`src/rtl/rtr_op_packet_arb_if.sv`:
```
// Request/grant bundle between the input-port route filters and one output-port arbiter.
// master = requester side (filters, downstream credit), slave = arbiter.
interface rtr_op_packet_arb_if #(
   parameter int unsigned num_ports = 5
);
   logic [0:num_ports-1] req_valid;
   logic [0:num_ports-1] req_head;
   logic [0:num_ports-1] req_tail;
   logic                 out_ready;
   logic [0:num_ports-1] gnt;
   logic                 gnt_valid;
   logic                 busy;
   logic [0:1]           errors;

   modport master (
      output req_valid, req_head, req_tail, out_ready,
      input  gnt, gnt_valid, busy, errors
   );

   modport slave (
      input  req_valid, req_head, req_tail, out_ready,
      output gnt, gnt_valid, busy, errors
   );
endinterface

```
`src/rtl/rtr_op_packet_arb.sv`:
```
// Per-output-port packet arbiter: round-robin head selection, grant held from head to tail.
// Optional stalled-owner watchdog enabled by defining RTR_OP_ARB_WATCHDOG_EN.
module rtr_op_packet_arb #(
   parameter int unsigned num_ports = 5,
   parameter int unsigned port_id   = 0,
   parameter int unsigned wd_limit  = 255
) (
   input logic                clk,
   input logic                reset_n,
   rtr_op_packet_arb_if.slave bus
);
   localparam int unsigned PtrW = (num_ports > 2) ? $clog2(num_ports) : 1;
   localparam logic StIdle   = 1'b0;
   localparam logic StLocked = 1'b1;

   if (num_ports < 2 || port_id >= num_ports || wd_limit < 1 || wd_limit > 65535) begin : g_bad_cfg
      $error("rtr_op_packet_arb: parameter out of range");
   end

   logic                 state_q, state_d;
   logic [PtrW-1:0]      rr_ptr_q, rr_ptr_d;
   logic [PtrW-1:0]      owner_q, owner_d;
   logic                 perr_q, perr_d;
   logic                 wderr;
   logic [PtrW-1:0]      win;
   logic                 found;
   logic [0:num_ports-1] cand;
   logic [0:num_ports-1] gnt_raw;
   logic                 xfer;

   function automatic logic [PtrW-1:0] next_ptr(input logic [PtrW-1:0] p);
      return (p == PtrW'(num_ports - 1)) ? '0 : p + 1'b1;
   endfunction

   assign cand = bus.req_valid & bus.req_head;

   // First candidate at or after rr_ptr, wrapping.
   always_comb begin
      int idx;
      idx   = 0;
      found = 1'b0;
      win   = '0;
      for (int k = 0; k < int'(num_ports); k++) begin
         idx = (int'(rr_ptr_q) + k) % int'(num_ports);
         if (!found && cand[idx]) begin
            found = 1'b1;
            win   = PtrW'(idx);
         end
      end
   end

   always_comb begin
      state_d  = state_q;
      rr_ptr_d = rr_ptr_q;
      owner_d  = owner_q;
      perr_d   = perr_q;
      gnt_raw  = '0;
      unique case (state_q)
         StIdle: begin
            if ((|(bus.req_valid & ~bus.req_head)) || bus.req_valid[port_id]) perr_d = 1'b1;
            if (found && bus.out_ready) begin
               gnt_raw[win] = 1'b1;
               if (bus.req_tail[win]) begin
                  rr_ptr_d = next_ptr(win);
               end else begin
                  state_d = StLocked;
                  owner_d = win;
               end
            end
         end
         StLocked: begin
            if (bus.req_valid[owner_q] && bus.out_ready) begin
               gnt_raw[owner_q] = 1'b1;
               if (bus.req_head[owner_q]) perr_d = 1'b1;
               // Tail releases the lock; a waiting head is only seen next cycle in IDLE.
               if (bus.req_tail[owner_q]) begin
                  state_d  = StIdle;
                  rr_ptr_d = next_ptr(owner_q);
               end
            end
         end
         default: state_d = StIdle;
      endcase
   end

   assign xfer = |gnt_raw;

   always_ff @(posedge clk or negedge reset_n) begin
      if (!reset_n) begin
         state_q  <= StIdle;
         rr_ptr_q <= '0;
         owner_q  <= '0;
         perr_q   <= 1'b0;
      end else begin
         state_q  <= state_d;
         rr_ptr_q <= rr_ptr_d;
         owner_q  <= owner_d;
         perr_q   <= perr_d;
      end
   end

`ifdef RTR_OP_ARB_WATCHDOG_EN
   localparam logic [15:0] WdLimit = 16'(wd_limit);

   logic [15:0] wd_cnt_q, wd_cnt_d;
   logic        wderr_q, wderr_d;

   always_comb begin
      wd_cnt_d = wd_cnt_q;
      if (state_q == StIdle || xfer) begin
         wd_cnt_d = '0;
      end else if (wd_cnt_q < WdLimit) begin
         wd_cnt_d = wd_cnt_q + 16'd1;
      end
      wderr_d = wderr_q | (wd_cnt_d == WdLimit);
   end

   always_ff @(posedge clk or negedge reset_n) begin
      if (!reset_n) begin
         wd_cnt_q <= '0;
         wderr_q  <= 1'b0;
      end else begin
         wd_cnt_q <= wd_cnt_d;
         wderr_q  <= wderr_d;
      end
   end

   assign wderr = wderr_q;
`else
   assign wderr = 1'b0;
`endif

   // IDLE grants are purely combinational, so gate them while reset is held.
   assign bus.gnt       = reset_n ? gnt_raw : '0;
   assign bus.gnt_valid = reset_n & xfer;
   assign bus.busy      = (state_q == StLocked);
   assign bus.errors    = {perr_q, wderr};

endmodule

```
`src/flat_wrapper.sv`:
```
// flat-port wrapper written by rule: the top's interface ports become plain ports
module rtr_op_packet_arb_flat 
#(
   parameter int unsigned num_ports = 5,
   parameter int unsigned port_id   = 0,
   parameter int unsigned wd_limit  = 255
)
  (clk, reset_n, bus_req_valid, bus_req_head, bus_req_tail, bus_out_ready, bus_gnt, bus_gnt_valid, bus_busy, bus_errors);
  rtr_op_packet_arb_if #(.num_ports(num_ports)) bus_i ();
  input logic clk;
  input logic reset_n;
  input wire logic [$bits(bus_i.req_valid)-1:0] bus_req_valid;
  input wire logic [$bits(bus_i.req_head)-1:0] bus_req_head;
  input wire logic [$bits(bus_i.req_tail)-1:0] bus_req_tail;
  input wire logic [$bits(bus_i.out_ready)-1:0] bus_out_ready;
  output wire logic [$bits(bus_i.gnt)-1:0] bus_gnt;
  output wire logic [$bits(bus_i.gnt_valid)-1:0] bus_gnt_valid;
  output wire logic [$bits(bus_i.busy)-1:0] bus_busy;
  output wire logic [$bits(bus_i.errors)-1:0] bus_errors;
  assign bus_i.req_valid = bus_req_valid;
  assign bus_i.req_head = bus_req_head;
  assign bus_i.req_tail = bus_req_tail;
  assign bus_i.out_ready = bus_out_ready;
  assign bus_gnt = bus_i.gnt;
  assign bus_gnt_valid = bus_i.gnt_valid;
  assign bus_busy = bus_i.busy;
  assign bus_errors = bus_i.errors;
  rtr_op_packet_arb #(.num_ports(num_ports), .port_id(port_id), .wd_limit(wd_limit)) u_core (.clk(clk), .reset_n(reset_n), .bus(bus_i));
endmodule
```
`config.mk`:
```
export PLATFORM = sky130hd
export DESIGN_NAME = rtr_op_packet_arb_flat
export DESIGN_NICKNAME = d
export VERILOG_FILES = /design/src/rtl/rtr_op_packet_arb_if.sv /design/src/rtl/rtr_op_packet_arb.sv /design/src/flat_wrapper.sv
export SDC_FILE = /design/constraint.sdc
export NUM_CORES = 1
export LEC_CHECK = 0
export CAP_MARGIN = 20
export CORE_ASPECT_RATIO = 2
export CORE_MARGIN = 1
export CORE_UTILIZATION = 40
export CTS_CLUSTER_DIAMETER = 30
export DETAILED_ROUTE_END_ITERATION = 6
export DONT_BUFFER_PORTS = 1
export PLACE_DENSITY_LB_ADDON = 0.1
export SYNTH_ARGS = -nofsm -noshare
export SYNTH_HDL_FRONTEND = slang
export SYNTH_SLANG_ARGS = --single-unit
```
`constraint.sdc`:
```
create_clock -name clk -period 7.5 [get_ports clk]
set_clock_uncertainty 0.15 [all_clocks]
set_input_delay 1.875 -clock clk [delete_from_list [all_inputs] [get_ports clk]]
set_output_delay 1.875 -clock clk [all_outputs]
set_load 0.05 [all_outputs]
```
# --- Word-level counts from Yosys, hierarchy flattened ---
# Cells that the tools add are included.
word_totals:
  wordCells: 124
  output_inout_bits: 9
  register_bits: 8
op_classes:
  div: 5
  order_cmp: 9
  bitwise_logic: 13
  mux: 61
  eq_ne: 8
  reduce_logical: 18
  addsub: 6
ops:
  columns: ["operator", "n"]
  rows:
  - ["greater-or-equal comparator 32 x 4 -> 1 bit (second input constant)", 5]
  - ["NOT 32 bit", 5]
  - ["remainder unit 32 x 4 -> 32 bit (second input constant)", 4]
  - ["2-to-1 mux 3 bit", 11]
  - ["remainder unit 4 x 4 -> 32 bit (second input constant)", 1]
  - ["2-to-1 mux 1 bit", 32]
  - ["binary-select mux 1 bit (select 3 bit)", 9]
  - ["2-to-1 mux 5 bit", 3]
  - ["bitwise AND 5 bit", 2]
  - ["case mux 5 bit (2 select lines)", 1]
  - ["OR reduction 5 bit", 2]
  - ["adder 3 x 2 -> 4 bit (second input constant)", 2]
  - ["greater-or-equal comparator 4 bit (second input constant)", 2]
  - ["logical AND 1 bit", 8]
  - ["< comparator 4 x 1 -> 1 bit (second input constant)", 2]
  - ["NOT 3 -> 4 bit", 2]
  - ["adder 3 x 1 -> 3 bit (second input constant)", 2]
  - ["demux 1 bit (select 3 bit)", 2]
  - ["equality test 3 bit (second input constant)", 2]
  - ["!= test 2 x 1 -> 1 bit (second input constant)", 3]
  - ["!= test 2 bit (second input constant)", 3]
  - ["case mux 3 bit (2 select lines)", 1]
  - ["AND reduction 3 bit", 2]
  - ["NOT 5 bit", 1]
  - ["8 further kinds", 13]

# --- Depth between registers and ports, before layout ---
depth:
  word_depth: 27
  mapped_depth: 24

# --- Least setup slack after synthesis ---
# Ideal clock, no wire load.
synth_timing:
  path_type: "reg2out"
  from: "register u_core.rr_ptr_q[1]"
  to: "output port bus_gnt[3]"
  arrival_time_ns: 5.623
  path_slack_ns: -0.148
  path_stages_with_launch: 22
  path_cell_list: "dfrtp_1 -> clkbuf_1 -> inv_1 -> ha_1 -> clkbuf_1 -> inv_1 -> ha_1 -> or2_2 -> o211ai_1 -> and2_1 -> inv_1 -> ha_1 -> mux4_2 -> a221o_1 -> o32a_1 -> mux2i_1 -> a221o_1 -> clkinv_2 -> o21ai_2 -> nor3_1 -> a31oi_1 -> nor2b_1"
synth_via:
  elab_chain_cells: 26
synth_rtl:
  columns: ["element", "line", "text"]
  rows:
  - ["start, declared", "rtr_op_packet_arb.sv:21", "logic [PtrW-1:0] rr_ptr_q, rr_ptr_d;"]
  - ["start signal, assigned", "rtr_op_packet_arb.sv:96", "rr_ptr_q <= rr_ptr_d;"]
  - ["branches (longest 17 deep; another with remainder unit 32 x 4 -> 32 bit)", null, null]
  - ["2-to-1 mux 3 bit (*)", "rtr_op_packet_arb.sv:45", "if (!found && cand[idx]) begin"]
  - ["via u_core.win[1]", "rtr_op_packet_arb.sv:25", "logic [PtrW-1:0] win;"]
  - ["NOT 3 -> 4 bit (not written as such) (*)", "rtr_op_packet_arb.sv:62", "gnt_raw[win] = 1'b1;"]
  - ["greater-or-equal comparator 4 bit (not written as such) or < comparator 4 x 1 -> 1 bit (tied branches)", "rtr_op_packet_arb.sv:62", null]
  - ["logical AND 1 bit (not written as such)", "rtr_op_packet_arb.sv:62", null]
  - ["2-to-1 mux 1 bit (not written as such)", "rtr_op_packet_arb.sv:62", null]
  - ["demux 1 bit (select 3 bit) (*)", "rtr_op_packet_arb.sv:62", null]
  - ["2-to-1 mux 5 bit (*)", "rtr_op_packet_arb.sv:61", "if (found && bus.out_ready) begin"]
  - ["case mux 5 bit (2 select lines) (*)", "rtr_op_packet_arb.sv:58", "unique case (state_q)"]
  - ["2-to-1 mux 5 bit (*)", "rtr_op_packet_arb.sv:134", "assign bus.gnt = reset_n ? gnt_raw : '0;"]
  - ["end, declared", "flat_wrapper.sv:16", "output wire logic [$bits(bus_i.gnt)-1:0] bus_gnt;"]
# Mark *: on every way through the listed nets, which the timed path passes. The select of a mux whose other input is x is not followed.

# --- Worst setup path after layout ---
layout_timing:
  from: "register u_core.rr_ptr_q[0]"
  to: "output port bus_gnt[0]"
# Same word-level chain as after synthesis.

==> insert_results.sql <==
INSERT INTO impl_metrics (metric_group, metric, value, unit) VALUES
('clocking', 'clk-insertion-delay-late', '250', 'ps'),
('clocking', 'clock_tree.root_cell', 'clkbuf_16', ''),
('worst_setup_path', 'worstPathArrival', '5220', 'ps'),
('detailed_routing', 'wl_per_cell', '22.6', 'µm'),
('global_route', 'grt.busiest_layer', 'met2', ''),
('timing', 'hold-worst-slack', '610', 'ps'),
('floorplan', 'floorplan.die.width', '61.4', 'µm'),
('logic_synthesis', 'synth_fp_nets', '431', ''),
('clocking', 'cts.clk_slew.worst_paths', '40', 'ps'),
('worst_setup_path', 'worstSetupEndpointType', 'output port', ''),
('detailed_routing', 'drt_pre_antenna_iters', '4', ''),
('timing', 'period_needed', '7240', 'ps'),
('outcome', 'status', 'finished, final reports clean', ''),
('finish', 'final_nets', '440', ''),
('floorplan', 'fp.coreArea', '6890', 'µm²'),
('floorplan', 'core.rowCount', '43', ''),
('global_route', 'grt_util_met1', '26.7', '%'),
('logic_synthesis', 'synth_area_leaders', 'ha_1 12%, dfrtp_1 7.1%, mux2i_1 3.9%', ''),
('global_route', 'first_global_vias', '3195', ''),
('detailed_routing', 'wl', '10900', 'µm'),
('clocking', 'cts_hold_buf', '0', ''),
('logic_synthesis', 'synth_cell_type_count', '81', ''),
('clocking', 'tritoncts', 'built', ''),
('clocking', 'cts_buffers', '3', ''),
('worst_setup_path', 'crit_path_start_kind', 'flop', ''),
('logic_synthesis', 'ys.flop_type', 'dfrtp_1', ''),
('logic_synthesis', 'syn-cell-area', '2820', 'µm²'),
('floorplan', 'fp.dieArea', '7410', 'µm²'),
('clocking', 'maximum_count_of_clock_buffers_along_a_single_path', '2', ''),
('global_route', 'grtUsageMet2', '57.2', '%'),
('finish', 'ratio_of_cells_with_drive_above_1_in_the_final_layout', '16.8', '%'),
('placed_design', 'routability_congestion_estimate_from_global_placement', '0.916', ''),
('worst_setup_path', 'slowest_cell_on_the_critical_path', 'mux4_2', ''),
('worst_setup_path', 'worst_path_largest_cell_delay', '520', 'ps'),
('logic_synthesis', 'syn-instance-count', '386', ''),
('detailed_routing', 'postRouteAntennaNets', '0', ''),
('placed_design', 'placedInstanceArea', '3040', 'µm²'),
('timing', 'setup_viol', '0', ''),
('placed_design', 'port-buffer-count', '0', ''),
('logic_synthesis', 'combinational_family_with_the_most_area_after_synthesis', 'compound AO/OA/AOI/OAI gates', ''),
('logic_synthesis', 'yosys.area.top_type', 'ha_1', ''),
('floorplan', 'initial_utilization', '41.0', '%'),
('detailed_routing', 'post_drt_via_cell_ratio', '6.56', ''),
('worst_setup_path', 'path_cells', 'inv_1 > ha_2 > xnor2_4 > inv_2 > ha_1 > or2_2 > o211ai_1 > and2_1 > inv_1 > ha_2 > mux4_2 > a221o_1 > o32a_1 > a31o_2 > a311o_2 > clkinvlp_4 > nand3_1 > o22ai_1 > and2_1 > buf_12', ''),
('detailed_routing', 'route.detailed.drc', '0', ''),
('timing', 'timing_max_transition_violations_final', '0', ''),
('global_route', 'gr-usage-all-layers', '31.6', '%'),
('logic_synthesis', 'synth-simple-area-share', '28.5', '%'),
('logic_synthesis', 'synth_xor_area_share', '2.48', '%'),
('floorplan', 'ios', '27', ''),
('placed_design', 'dpl.hpwl', '8810', 'µm'),
('logic_synthesis', 'synth-seq-area-share', '7.10', '%'),
('logic_synthesis', 'avg_inst_size_synth', '7.31', 'µm²'),
('timing', 'final_hold_viol_count', '0', ''),
('logic_synthesis', 'yosysWarningCount', '0', ''),
('worst_hold_path', 'holdCritPathClass', 'flop to flop', ''),
('logic_synthesis', 'synth_top_area_share', '11.5', '%'),
('global_route', 'pin_count_of_the_biggest_net_entering_global_routing', '35', ''),
('worst_setup_path', 'cp.buffers_inverters', '5', ''),
('global_route', 'grt_antenna_before_repair', '0', ''),
('detailed_routing', 'first_iter_violations', '200', ''),
('finish', 'area_growth', '12.9', '%'),
('timing', 'worstMarginPinSlew', '679', 'ps'),
('clocking', 'htree_num_levels', '1', ''),
('global_route', 'grt.overflow.total', '0', ''),
('placed_design', 'dp_cells', '474', ''),
('logic_synthesis', 'ys_seq_elements', '8', ''),
('finish', 'stdcell_area', '3190', 'µm²'),
('logic_synthesis', 'synthArstFlopShare', '100', '%'),
('global_route', 'gr-usage-met3', '6.31', '%'),
('logic_synthesis', 'compound_gate_portion_of_the_synthesized_area', '32.8', '%');
-- cell type report --
| class | count | area [µm²] |
|---|---|---|
| multi-input combinational | 325 | 2420 |
| fill | 771 | 3700 |
| sequential | 8 | 200 |
| tap | 90 | 113 |
| inverter | 32 | 125 |
| clock buffer | 3 | 75.1 |
| timing repair buffer | 25 | 250 |
-- placed cells by master, fill, tap and decap left out, drive strengths merged, types with 10 or more instances in the layout --
cell type and count:
a21oi 20, nor4 12, ha 26, nor2 27
inv 30, nor3 13, buf 25, o211ai 10
nand3 17, o21ai 25, mux2i 12, nand2 24
-- state kept, by name, summed over array words and instances, names as in the netlist --
name             cells
u_core.owner_q       3
u_core.bus.busy      1
u_core.perr_q        1
u_core.rr_ptr_q      3
-- synth_stat cells, drive strengths merged, types with 4 or more instances --
| cell | number |
|---|---|
| nor4 | 12 |
| inv | 30 |
| a21oi | 20 |
| or3 | 5 |
| o21a | 5 |
| nor3 | 13 |
| a31oi | 6 |
| or2 | 4 |
| and2 | 8 |
| dfrtp | 8 |
| nand2 | 24 |
| a2bb2oi | 5 |
| clkbuf | 13 |
| xnor2 | 4 |
| ha | 26 |
| a211oi | 6 |
| or4 | 6 |
| mux2i | 12 |
| o221ai | 4 |
| nand3b | 6 |
| nor2b | 5 |
| o22ai | 6 |
| nor2 | 27 |
| buf | 8 |
| o211ai | 10 |
| o21ai | 25 |
| mux2 | 5 |
| nand3 | 17 |
-- what timing repair did --
action / in CTS / in global routing
endpoints found under the setup margin: 0 / 5
buffers inserted: 0 / 6
gates resized for setup: 0 / 9
-- through the flow --
step                setup WS, ps  util [%]  TNS, ps
global placement             456      44.1        0
global route               -18.9      46.3    -30.3
finish                       257      46.3        0
CTS                          103      45.2        0
floorplan                   88.4         -        0
detailed placement           360      44.1        0
-- per-layer routing --
metal | vias up | wire length (µm)
li1 | 1493 | -
met1 | 1489 | 3210
met2 | 126 | 6070
met3 | 61 | 521
met4 | 0 | 1100
met5 | - | 0
-- worst min-delay path, delay by kind of cell (launching register included) --
kind                   cells  cell delay (ps)
buffers and inverters      2              250
flip-flops                 1              360
multiplexers               1               90
-- worst paths after layout --
path                                                start                             end  slack, ps  cells after the start
min reg2reg                u_core.rr_ptr_q[1]$_DFFE_PN0P_  u_core.rr_ptr_q[1]$_DFFE_PN0P_        610                      3
max                        u_core.rr_ptr_q[0]$_DFFE_PN0P_                      bus_gnt[0]        260                     20
max in group asynchronous                         reset_n  u_core.rr_ptr_q[2]$_DFFE_PN0P_       5950                      0
min in group asynchronous                         reset_n   u_core.owner_q[0]$_DFFE_PN0P_       1160                      0
min                        u_core.rr_ptr_q[1]$_DFFE_PN0P_  u_core.rr_ptr_q[1]$_DFFE_PN0P_        610                      3
max reg2reg                u_core.rr_ptr_q[0]$_DFFE_PN0P_   u_core.owner_q[1]$_DFFE_PN0P_       1880                     20
-- cells by family after synthesis --
family / after synthesis
buffers and inverters: 53
AND/OR/NAND/NOR: 146
flip-flops: 8
other: 1
XOR/XNOR: 5
multiplexers: 20
adder cells (fa/ha/maj): 27
AO/OA/AOI/OAI: 126
Power is left out: the tool's default activity adds up to more than one toggle a clock period on the data nets, which glitch-free logic cannot reach.
